## config.mk

```make
export PLATFORM = sky130hd
export DESIGN_NAME = imem_fetch_sequencer_flat
export DESIGN_NICKNAME = d
export VERILOG_FILES = /design/src/rtl/imem_fetch_sequencer_pkg.sv /design/src/rtl/imem_fetch_sequencer_if.sv /design/src/rtl/imem_fetch_sequencer_fetch_queue.sv /design/src/rtl/imem_fetch_sequencer.sv /design/src/flat_wrapper.sv
export SDC_FILE = /design/constraint.sdc
export NUM_CORES = 1
export LEC_CHECK = 0
export ABC_CLOCK_PERIOD_IN_PS = 8400
export CAP_MARGIN = 5
export CORE_ASPECT_RATIO = 1.25
export CORE_UTILIZATION = 40
export DETAILED_ROUTE_END_ITERATION = 16
export PLACE_DENSITY_LB_ADDON = 0.05
export SETUP_SLACK_MARGIN = 0.02
export SKIP_CTS_REPAIR_TIMING = 1
export SYNTH_ARGS = -nofsm -noshare
export SYNTH_HDL_FRONTEND = slang
export SYNTH_SLANG_ARGS = --single-unit
```

## constraint.sdc

```tcl
create_clock -name i_clk -period 8.4 [get_ports i_clk]
set_clock_uncertainty 0.2 [all_clocks]
set_input_delay 0.84 -clock i_clk [delete_from_list [all_inputs] [get_ports i_clk]]
set_output_delay 0.84 -clock i_clk [all_outputs]
set_load 0.05 [all_outputs]
```

## src/rtl/imem_fetch_sequencer_pkg.sv

```systemverilog
// Shared widths, FSM state encoding, queue entry layout and the fetch address check
// for the instruction fetch sequencer.
package imem_fetch_sequencer_pkg;

  localparam int ADDR_W     = 64;
  localparam int INST_W     = 32;
  localparam int INST_BYTES = 4;

  typedef enum logic [1:0] {
    ST_ISSUE = 2'd0,
    ST_WAIT  = 2'd1,
    ST_FAULT = 2'd2
  } fetch_state_t;

  typedef struct packed {
    logic [INST_W-1:0] inst;
    logic [ADDR_W-1:0] pc;
  } q_entry_t;

  // A carry out of the 64-bit increment counts as running past the image.
  function automatic logic addr_bad(input logic [ADDR_W-1:0] addr,
                                    input logic              carry,
                                    input logic [ADDR_W-1:0] limit);
    return carry || (addr >= limit) || (addr[1:0] != 2'b00);
  endfunction

endpackage

```

## src/rtl/imem_fetch_sequencer_if.sv

```systemverilog
// Bus bundle between the fetch sequencer, the instruction memory, the branch unit and decode.
// Handshake: decode takes the head entry on every rising edge where inst_valid && inst_ready;
// while inst_valid is high and inst_ready is low, inst and inst_pc stay unchanged.
interface imem_fetch_sequencer_if;
  import imem_fetch_sequencer_pkg::*;

  logic [ADDR_W-1:0] imem_addr;
  logic [INST_W-1:0] imem_data;
  logic              redirect_valid;
  logic [ADDR_W-1:0] redirect_pc;
  logic              inst_valid;
  logic              inst_ready;
  logic [INST_W-1:0] inst;
  logic [ADDR_W-1:0] inst_pc;
  logic              fetch_fault;

  modport master (
    output imem_addr, inst_valid, inst, inst_pc, fetch_fault,
    input  imem_data, redirect_valid, redirect_pc, inst_ready
  );

  modport slave (
    input  imem_addr, inst_valid, inst, inst_pc, fetch_fault,
    output imem_data, redirect_valid, redirect_pc, inst_ready
  );

endinterface

```

## src/rtl/imem_fetch_sequencer_fetch_queue.sv

```systemverilog
// In-order queue of fetched {inst, pc} entries with flush; head reads as zero when empty.
module fetch_queue
  import imem_fetch_sequencer_pkg::*;
#(
  parameter int DEPTH = 2
) (
  input  logic     i_clk,
  input  logic     i_rst,
  input  logic     i_push,
  input  logic     i_pop,
  input  logic     i_flush,
  input  q_entry_t i_data,
  output logic     o_full,
  output logic     o_empty,
  output q_entry_t o_head
);

  localparam int PW = $clog2(DEPTH);
  localparam logic [PW:0] PTR_ONE = {{PW{1'b0}}, 1'b1};

  q_entry_t    r_mem [DEPTH];
  logic [PW:0] r_wr;
  logic [PW:0] r_rd;
  logic        w_pop;
  logic        w_push;

  assign o_empty = (r_wr == r_rd);
  assign o_full  = (r_wr[PW-1:0] == r_rd[PW-1:0]) && (r_wr[PW] != r_rd[PW]);
  assign w_pop   = i_pop && !o_empty;
  // A full queue still accepts a push when the head leaves in the same cycle.
  assign w_push  = i_push && (!o_full || w_pop);
  assign o_head  = o_empty ? '0 : r_mem[r_rd[PW-1:0]];

  always_ff @(posedge i_clk or posedge i_rst) begin
    if (i_rst) begin
      r_wr <= '0;
      r_rd <= '0;
    end else if (i_flush) begin
      r_wr <= '0;
      r_rd <= '0;
    end else begin
      if (w_push) r_wr <= r_wr + PTR_ONE;
      if (w_pop)  r_rd <= r_rd + PTR_ONE;
    end
  end

  always_ff @(posedge i_clk) begin
    if (w_push && !i_flush) r_mem[r_wr[PW-1:0]] <= i_data;
  end

endmodule

```

## src/rtl/imem_fetch_sequencer.sv

```systemverilog
// Fetch controller: holds each address for RD_WAIT extra cycles, samples the memory word
// into the in-order queue, handles branch redirects and stops with a sticky fault on bad addresses.
module imem_fetch_sequencer
  import imem_fetch_sequencer_pkg::*;
#(
  parameter int                RD_WAIT   = 2,
  parameter int                Q_DEPTH   = 2,
  parameter logic [ADDR_W-1:0] RESET_PC  = 64'h0,
  parameter logic [ADDR_W-1:0] MEM_LIMIT = 64'h58
) (
  input  logic                  i_clk,
  input  logic                  i_rst,
  imem_fetch_sequencer_if.master io_bus,
  output fetch_state_t          o_state
);

  localparam int CNT_W = (RD_WAIT > 0) ? $clog2(RD_WAIT + 1) : 1;
  localparam logic [CNT_W-1:0] WAIT_MAX = CNT_W'(RD_WAIT);
  localparam logic [CNT_W-1:0] CNT_ONE  = CNT_W'(1);

  fetch_state_t      r_state;
  logic [ADDR_W-1:0] r_pc;
  logic [CNT_W-1:0]  r_wait;
  logic              r_fault;

  logic              w_full;
  logic              w_empty;
  logic              w_pop;
  logic              w_sample;
  logic [ADDR_W:0]   w_next;
  q_entry_t          w_push_data;
  q_entry_t          w_head;

  assign w_pop       = !w_empty && io_bus.inst_ready;
  assign w_sample    = (r_state != ST_FAULT) && (r_wait == WAIT_MAX) &&
                       (!w_full || w_pop) && !io_bus.redirect_valid;
  assign w_next      = {1'b0, r_pc} + (ADDR_W + 1)'(INST_BYTES);
  assign w_push_data = '{inst: io_bus.imem_data, pc: r_pc};

  fetch_queue #(.DEPTH(Q_DEPTH)) u_queue (
    .i_clk   (i_clk),
    .i_rst   (i_rst),
    .i_push  (w_sample),
    .i_pop   (w_pop),
    .i_flush (io_bus.redirect_valid),
    .i_data  (w_push_data),
    .o_full  (w_full),
    .o_empty (w_empty),
    .o_head  (w_head)
  );

  always_ff @(posedge i_clk or posedge i_rst) begin
    if (i_rst) begin
      r_state <= ST_ISSUE;
      r_pc    <= RESET_PC;
      r_wait  <= '0;
      r_fault <= 1'b0;
    end else if (io_bus.redirect_valid) begin
      r_pc   <= io_bus.redirect_pc;
      r_wait <= '0;
      if (addr_bad(io_bus.redirect_pc, 1'b0, MEM_LIMIT)) begin
        r_state <= ST_FAULT;
        r_fault <= 1'b1;
      end else begin
        r_state <= ST_ISSUE;
        r_fault <= 1'b0;
      end
    end else begin
      case (r_state)
        ST_ISSUE, ST_WAIT: begin
          if (w_sample) begin
            r_pc   <= w_next[ADDR_W-1:0];
            r_wait <= '0;
            if (addr_bad(w_next[ADDR_W-1:0], w_next[ADDR_W], MEM_LIMIT)) begin
              r_state <= ST_FAULT;
              r_fault <= 1'b1;
            end else begin
              r_state <= ST_ISSUE;
            end
          end else if (r_wait != WAIT_MAX) begin
            // Saturate at WAIT_MAX so a full queue keeps the sample armed.
            r_wait  <= r_wait + CNT_ONE;
            r_state <= ST_WAIT;
          end
        end
        ST_FAULT: r_state <= ST_FAULT;
        default:  r_state <= ST_FAULT;
      endcase
    end
  end

  assign io_bus.imem_addr   = r_pc;
  assign io_bus.inst_valid  = !w_empty;
  assign io_bus.inst        = w_head.inst;
  assign io_bus.inst_pc     = w_head.pc;
  assign io_bus.fetch_fault = r_fault;
  assign o_state            = r_state;

endmodule

```

## src/flat_wrapper.sv

```systemverilog
// flat-port wrapper written by rule: the top's interface ports become plain ports
module imem_fetch_sequencer_flat import imem_fetch_sequencer_pkg::*;
#(
  parameter int                RD_WAIT   = 2,
  parameter int                Q_DEPTH   = 2,
  parameter logic [ADDR_W-1:0] RESET_PC  = 64'h0,
  parameter logic [ADDR_W-1:0] MEM_LIMIT = 64'h58
)
  (i_clk, i_rst, o_state, io_bus_imem_addr, io_bus_inst_valid, io_bus_inst, io_bus_inst_pc, io_bus_fetch_fault, io_bus_imem_data, io_bus_redirect_valid, io_bus_redirect_pc, io_bus_inst_ready);
  imem_fetch_sequencer_if io_bus_i ();
  input  logic i_clk;
  input  logic i_rst;
  output fetch_state_t o_state;
  output wire logic [$bits(io_bus_i.imem_addr)-1:0] io_bus_imem_addr;
  output wire logic [$bits(io_bus_i.inst_valid)-1:0] io_bus_inst_valid;
  output wire logic [$bits(io_bus_i.inst)-1:0] io_bus_inst;
  output wire logic [$bits(io_bus_i.inst_pc)-1:0] io_bus_inst_pc;
  output wire logic [$bits(io_bus_i.fetch_fault)-1:0] io_bus_fetch_fault;
  input wire logic [$bits(io_bus_i.imem_data)-1:0] io_bus_imem_data;
  input wire logic [$bits(io_bus_i.redirect_valid)-1:0] io_bus_redirect_valid;
  input wire logic [$bits(io_bus_i.redirect_pc)-1:0] io_bus_redirect_pc;
  input wire logic [$bits(io_bus_i.inst_ready)-1:0] io_bus_inst_ready;
  assign io_bus_imem_addr = io_bus_i.imem_addr;
  assign io_bus_inst_valid = io_bus_i.inst_valid;
  assign io_bus_inst = io_bus_i.inst;
  assign io_bus_inst_pc = io_bus_i.inst_pc;
  assign io_bus_fetch_fault = io_bus_i.fetch_fault;
  assign io_bus_i.imem_data = io_bus_imem_data;
  assign io_bus_i.redirect_valid = io_bus_redirect_valid;
  assign io_bus_i.redirect_pc = io_bus_redirect_pc;
  assign io_bus_i.inst_ready = io_bus_inst_ready;
  imem_fetch_sequencer #(.RD_WAIT(RD_WAIT), .Q_DEPTH(Q_DEPTH), .RESET_PC(RESET_PC), .MEM_LIMIT(MEM_LIMIT)) u_core (.i_clk(i_clk), .i_rst(i_rst), .io_bus(io_bus_i), .o_state(o_state));
endmodule
```

# ---- Word-level counts from Yosys, hierarchy flattened
# Memories as Yosys holds them, arrays and structs flattened.
# Index checks and enable logic that the tools add are counted.
# W data, S select, Z words.
dict set report totals {
  regBits 73
  ram_bits 192
  in_bits 100
  out_inout_bits 164
  elab_cells 75
  mem_count 1
}
# name words word_bits read_ports rd_clocked_by_memory_dff write_ports line_no
set mem_list {}
lappend mem_list {u_core.u_queue.r_mem 2 96 1 0 1 imem_fetch_sequencer_fetch_queue.sv:21} ;# q_entry_t r_mem [DEPTH];
dict set report op_classes {
  addsub 4
  magnitude_cmp 2
  eq_ne 8
  n_mux 25
  reduce_logical 29
}
# operator count
set ops {}
lappend ops {{$mux W64} 3}
lappend ops {{$ge A64 B7 Y1 const B} 2}
lappend ops {{$mux W96} 1}
lappend ops {{$add A64 B3 Y65 const B} 1}
lappend ops {{$mux W2} 14}
lappend ops {{$reduce_bool A2 Y1} 7}
lappend ops {{$logic_and A1 B1 Y1} 8}
lappend ops {{$mux W1} 7}
lappend ops {{$add A2 B1 Y2 const B} 3}
lappend ops {{$logic_or A1 B1 Y1} 5}
lappend ops {{$ne A2 B2 Y1 const B} 2}
lappend ops {{$ne A4 B3 Y1 const B} 1}
lappend ops {{$reduce_and A2 Y1} 2}
lappend ops {{$logic_not A1 Y1} 3}
lappend ops {{$reduce_and A3 Y1} 1}
lappend ops {{$reduce_bool A3 Y1} 1}
lappend ops {{$eq A2 B1 Y1 const B} 1}
lappend ops {{$eq A2 B2 Y1} 1}
lappend ops {{$eq A2 B2 Y1 const B} 1}
lappend ops {{$logic_not A2 Y1} 1}
lappend ops {{$reduce_or A2 Y1} 1}
lappend ops {{$eq A1 B1 Y1} 1}
lappend ops {{$ne A1 B1 Y1} 1}

# ---- Logic depth before layout (Yosys ltp)
dict set report logic_depth {
  depth_word 10
  mapped_depth 11
  depth_no_buf 10
}

# ---- Hierarchy
# A second synthesis with hierarchy kept.
dict set report unflattened {
  hier_cells 1144
  area_unflattened_um2 13005.0
}
# mod instances cells_per_inst area_per_inst_um2 seq_area_each_um2
set by_module_without_submodules {}
lappend by_module_without_submodules {fetch_queue 1 440 7507.2 5865.6}
lappend by_module_without_submodules {imem_fetch_sequencer 1 704 5497.8 1726.7}

# ---- Least setup slack after synthesis
# Ideal clock, no wire load.
dict set report synth_timing {
  path_kind {input to register}
  from {in io_bus_redirect_valid}
  to {mem u_core.u_queue.r_mem[1][0] (netlist name) (enable)}
  setup_ns 0.688
  arrival_time_ns 8.477
  required_ns 7.512
  path_slack_ns -0.965
  cell_stages 4
  path_buffers 3
  cell_sequence {clkbuf_1 > clkbuf_1 > clkbuf_1 > nor3b_1}
}
dict set report synth_via {
  elab_chain_cells 6
}
# element line_no
set synth_rtl {}
lappend synth_rtl {{start: declaration} flat_wrapper.sv:20} ;# input wire logic [$bits(io_bus_i.redirect_valid)-1:0] io_bus_redirect_valid;
lappend synth_rtl {{$logic_not A1 Y1 (*)} {imem_fetch_sequencer_fetch_queue.sv:48, imem_fetch_sequencer.sv:36}}
lappend synth_rtl {{$logic_and A1 B1 Y1} imem_fetch_sequencer.sv:36} ;# (!w_full || w_pop) && !io_bus.redirect_valid;
lappend synth_rtl {{$logic_and A1 B1 Y1} imem_fetch_sequencer_fetch_queue.sv:31} ;# assign w_push = i_push && (!o_full || w_pop);
lappend synth_rtl {{$logic_and A1 B1 Y1 (*)} imem_fetch_sequencer_fetch_queue.sv:48} ;# if (w_push && !i_flush) r_mem[r_wr[PW-1:0]] <= i_data;
lappend synth_rtl {{$mux W1 (*)} imem_fetch_sequencer_fetch_queue.sv:48}
lappend synth_rtl {{$mux W1 (implied by the code) (*)} imem_fetch_sequencer_fetch_queue.sv:48}
lappend synth_rtl {{end: declaration} imem_fetch_sequencer_fetch_queue.sv:21}
# Every way passes the cells marked *; elsewhere a longest branch is shown, timed or not.

# ---- Final worst setup path
dict set report layout_timing {
  from {reg u_core.u_queue.r_rd[0]}
  to {out io_bus_inst_valid}
}
dict set report layout_via {
  elab_chain_cells 2
}
# element line_no
set layout_rtl {}
lappend layout_rtl {{start: declaration} imem_fetch_sequencer_fetch_queue.sv:23} ;# logic [PW:0] r_rd;
lappend layout_rtl {{start signal: assignment} imem_fetch_sequencer_fetch_queue.sv:43} ;# if (w_pop) r_rd <= r_rd + PTR_ONE;
lappend layout_rtl {{$eq A2 B2 Y1} imem_fetch_sequencer_fetch_queue.sv:27} ;# assign o_empty = (r_wr == r_rd);
lappend layout_rtl {{$logic_not A1 Y1} imem_fetch_sequencer.sv:93} ;# assign io_bus.inst_valid = !w_empty;
lappend layout_rtl {{end: declaration} flat_wrapper.sv:15} ;# output wire logic [$bits(io_bus_i.inst_valid)-1:0] io_bus_inst_valid;
# Every way passes these cells.

==> metrics.log <==
INFO  metric synth_compound_area_frac = 0.0500
INFO  metric route.antenna.remaining_nets = 0
INFO  metric setup-tns-final = 0 ns
INFO  metric n_fill_cell = around 2,800
INFO  metric p_total = around 3100 uW
INFO  metric grt_util_overall = 0.215
INFO  metric final-setup-viol-count = 0
INFO  metric hold_viol = 0
INFO  metric std_cell_rows = 72
INFO  metric max_slew.worst_pin.slew = 0.927 ns
INFO  metric synth-main-ff-cell = sky130_fd_sc_hd__edfxtp_1
INFO  metric antenna_violations_before_repair = 0
INFO  metric async_flop_share = 0.275
INFO  metric portBuffers = around 260
INFO  metric area.growth.synth_to_final = 30.8%
INFO  metric yosys-mux-area-fraction = 0.0850
INFO  metric power.ir.vdd_worst = between 100 and 150 uV
INFO  metric gp_routability_congestion = between 0.8 and 0.9
INFO  metric max-clock-path-buffers = 3
INFO  metric number_of_nets_produced_by_synthesis = 1,222
INFO  metric dr.pass1.iters = 6
INFO  metric antenna-diode-count = 0
INFO  metric detail_route.vias_per_cell = approximately 5.3
INFO  metric required = approximately 7.4 ns
INFO  metric synth.cell_area = around 13,000 um^2
INFO  metric die_h = about 200 um
INFO  metric cpPeakStageDelay = 0.99 ns
INFO  metric worstSetupPathType = reg -> out
INFO  metric arrival_time_reported_for_the_critical_path_endpoint = around 4.2 ns
INFO  metric detailedRoute.firstIterationViolations = about 560
INFO  metric grt_pass1_wl = about 54,000 um
INFO  metric critPathLaunchType = flop
INFO  metric synth-edff-count = between 150 and 200
INFO  metric postSynthAreaPerCell = between 10 and 15 um^2
INFO  metric timing.max_slew.rel_slack = 0.382
INFO  metric rsz_0062_raised_after_global_routing = false
INFO  metric globalRoute.totalOverflow = 0
INFO  metric detail_route.wl_per_cell = just under 20 um
INFO  metric cellPowerDensity = around 190 nW/um^2
INFO  metric dp_hpwl = ~25,000 um
INFO  metric ys_warn_count = 0
INFO  metric synthSimpleGateAreaFrac = 0.177
INFO  metric final_core_utilization = 0.533
INFO  metric floorplan_die_area = 32,400 um^2
INFO  metric crit_path_cell_trace = xor2_1, nor2b_4, buf_4, inv_1, clkdlybuf4s50_1
INFO  metric run_status = finished clean
INFO  metric effective_utilization_at_floorplan = 0.408
INFO  metric synth-seq-cells = 265
INFO  metric period_needed = around 5.2 ns
INFO  metric dominant_combinational_cell_family_by_area_after_synthesis = simple AND/OR/NAND/NOR gates
INFO  metric placeableCoreArea = 31,100 um^2
INFO  metric post_synth_xor_area_fraction = 0.0601
INFO  metric worstSkewPairLatency = 0.55 ns
INFO  metric synth.yosys.seq_area_share = 0.599
INFO  metric max_cap_viol_count = 0
INFO  metric chipWidth = roughly 160 um
INFO  metric postSynthCellCount = between 1,000 and 1,500
INFO  metric htreeDepth = 1
INFO  metric timing_max_transition_violations_final = 0
INFO  metric cts_tree = built
INFO  metric worstPathMaxFanout = between 60 and 70
INFO  metric largest_net_degree_at_the_start_of_global_routing = 73
INFO  metric clock_tree.root_cell = sky130_fd_sc_hd__clkbuf_16
INFO  metric end_kind = output pin
INFO  metric critical_path.slowest_cell = sky130_fd_sc_hd__dfrtp_4
INFO  metric synthDistinctLibCells = 56
INFO  metric drc = 0
INFO  metric nets = ~1,500
INFO  metric cts_made_buffers = 28
INFO  metric floorplan.io_pins = approximately 260
INFO  metric clock_sink_count = around 270
INFO  metric max_freq = roughly 190 MHz
INFO  metric period_share = 0.622
INFO  metric holdCritPathClass = reg -> reg
INFO  metric post_route_wl = around 35,000 um
INFO  metric grt_pass1_vias = about 9,300
INFO  metric vias = 9,478
INFO  metric post_route_cells_drive_above_1_share = 0.0615
INFO  metric synthAdderAreaFrac = 0.00296
INFO  metric static_leakage = ~0.0054 uW
INFO  metric worst_setup_hold_path_clk_slew = 0.06 ns
==> per-layer routing <==
layer	up-vias	part of all wire	global-route usage
met3	56	0.058	0.0326
met2	304	0.48	0.366
met1	4587	0.43	0.284
met4	0	0.023	0.0586
met5	-	0	0
li1	4531	-	-
==> cells by family (layout without fill, tap and decap cells) <==
kind of cell,count (synthesis),count (layout)
buffers and inverters,79,341
muxes,107,107
xor gates and xnor gates,87,87
DFF,265,265
AOI/OAI and AO/OA,107,107
adders and majority gates,3,3
and+or+nand+nor,471,471
==> power by group <==
part           switching [uW]  internal, uW  total [uW]
Sequential               86.3          1440        1530
Clock                     507           724        1230
Combinational             196           134         329
==> placed cells by master, fill, tap and decap left out, types with 3 or more instances in the layout <==
cell                              synthesis  final
sky130_fd_sc_hd__clkinv_2                 0      4
sky130_fd_sc_hd__or4_1                    5      5
sky130_fd_sc_hd__ha_1                     3      3
sky130_fd_sc_hd__nor3_2                   3      3
sky130_fd_sc_hd__inv_1                   16     15
sky130_fd_sc_hd__dfrtp_1                 73     72
sky130_fd_sc_hd__clkdlybuf4s50_1          0    262
sky130_fd_sc_hd__and3_1                   5      5
sky130_fd_sc_hd__edfxtp_1               192    192
sky130_fd_sc_hd__nor4_1                  30     30
sky130_fd_sc_hd__o2111ai_1                4      4
sky130_fd_sc_hd__or2_2                    7      7
sky130_fd_sc_hd__nand4_1                 35     35
sky130_fd_sc_hd__clkbuf_8                 0      4
sky130_fd_sc_hd__nand3_1                 37     37
sky130_fd_sc_hd__a41oi_1                  3      3
sky130_fd_sc_hd__nand2_1                125    125
sky130_fd_sc_hd__o31ai_1                  5      5
sky130_fd_sc_hd__buf_4                    5     11
sky130_fd_sc_hd__or3_1                    8      8
sky130_fd_sc_hd__o31a_1                   3      3
sky130_fd_sc_hd__xnor2_1                 45     45
sky130_fd_sc_hd__clkbuf_16                0     29
sky130_fd_sc_hd__nor3_1                  27     26
sky130_fd_sc_hd__nor2_1                 164    164
sky130_fd_sc_hd__clkbuf_1                36      4
sky130_fd_sc_hd__o21ai_0                 68     68
sky130_fd_sc_hd__nor2b_1                  4      3
sky130_fd_sc_hd__xor2_1                  42     42
sky130_fd_sc_hd__mux2_2                   5      5
sky130_fd_sc_hd__a21oi_1                 10     10
sky130_fd_sc_hd__a2111oi_0                4      4
sky130_fd_sc_hd__mux2i_1                102    102
sky130_fd_sc_hd__clkinv_1                 0      6
==> synthesized netlist by cell type (all sizes together), types with 5 or more instances <==
cell	count	share of area
inv	16	0.0047
or2	8	0.0039
or3	8	0.0039
and3	5	0.0025
nand3	40	0.018
clkbuf	39	0.012
dfrtp	73	0.14
nor2	164	0.049
nor4	33	0.018
o21ai	69	0.027
mux2i	102	0.081
or4	6	0.0039
xor2	42	0.029
edfxtp	192	0.45
nand2	125	0.037
nor3	30	0.013
o31ai	5	0.0030
xnor2	45	0.031
nand4	35	0.017
buf	24	0.0095
a21oi	10	0.0039
mux2	5	0.0044
==> path summary, 6_finish.rpt <==
path	startpoint	end	slack, ns	cells after the start
setup / recovery	u_core.u_queue.r_rd[0]$_DFFE_PP0P_	io_bus_inst_valid	3.18	5
hold / removal	u_core.r_wait[1]$_DFFE_PP0P_	u_core.r_wait[1]$_DFFE_PP0P_	0.33	2
setup reg to reg	u_core.u_queue.r_rd[0]$_DFFE_PP0P_	u_core.u_queue.r_mem[1][62]$_DFFE_PP_	4.35	6
hold reg to reg	u_core.r_wait[1]$_DFFE_PP0P_	u_core.r_wait[1]$_DFFE_PP0P_	0.33	2
max in group asynchronous	i_rst	u_core.u_queue.r_rd[0]$_DFFE_PP0P_	6.37	3
min in group asynchronous	i_rst	u_core.io_bus.imem_addr[11]$_DFFE_PP0P_	0.55	2
==> cell type report <==
| type | instances | area, um^2 | area share |
|---|---|---|---|
| flip-flops and latches | 265 | 7600 | 0.458 |
| multi-input cells | 775 | 4790 | 0.289 |
| repair buffers | 273 | 2710 | 0.163 |
| clock buffers | 37 | 796 | 0.0480 |
| well taps | 407 | 509 | 0.0307 |
| clock inverters | 15 | 125 | 0.00755 |
| inverters | 16 | 60.1 | 0.00362 |
==> flip-flops by register name, indices dropped and copies added (netlist names) <==
| signal | flops |
|---|---|
| u_core.io_bus.fetch_fault | 1 |
| u_core.io_bus.imem_addr | 64 |
| u_core.o_state | 2 |
| u_core.r_wait | 2 |
| u_core.u_queue.r_mem | 192 |
| u_core.u_queue.r_rd | 2 |
| u_core.u_queue.r_wr | 2 |
==> per-stage QoR <==
stage               hold WS [ns]  cells  area [um^2]  setup WS [ns]
floorplan                  0.286   1119        12700           2.46
global placement           0.310   1736        15700           3.76
detailed placement         0.326   1736        15700           3.67
CTS                        0.339   1788        16600           3.07
global route               0.377   1788        16600           2.87
finish                     0.328   1788        16600           3.18
==> worst max-delay path, delay by kind of cell (launching register included) <==
family / cells / cell delay, ns
XOR/XNOR: 1 / 0.29
buffers and inverters: 3 / 1.56
flip-flops: 1 / 0.99
AND/OR/NAND/NOR: 1 / 0.75
Power figures use the tool's default switching activity.
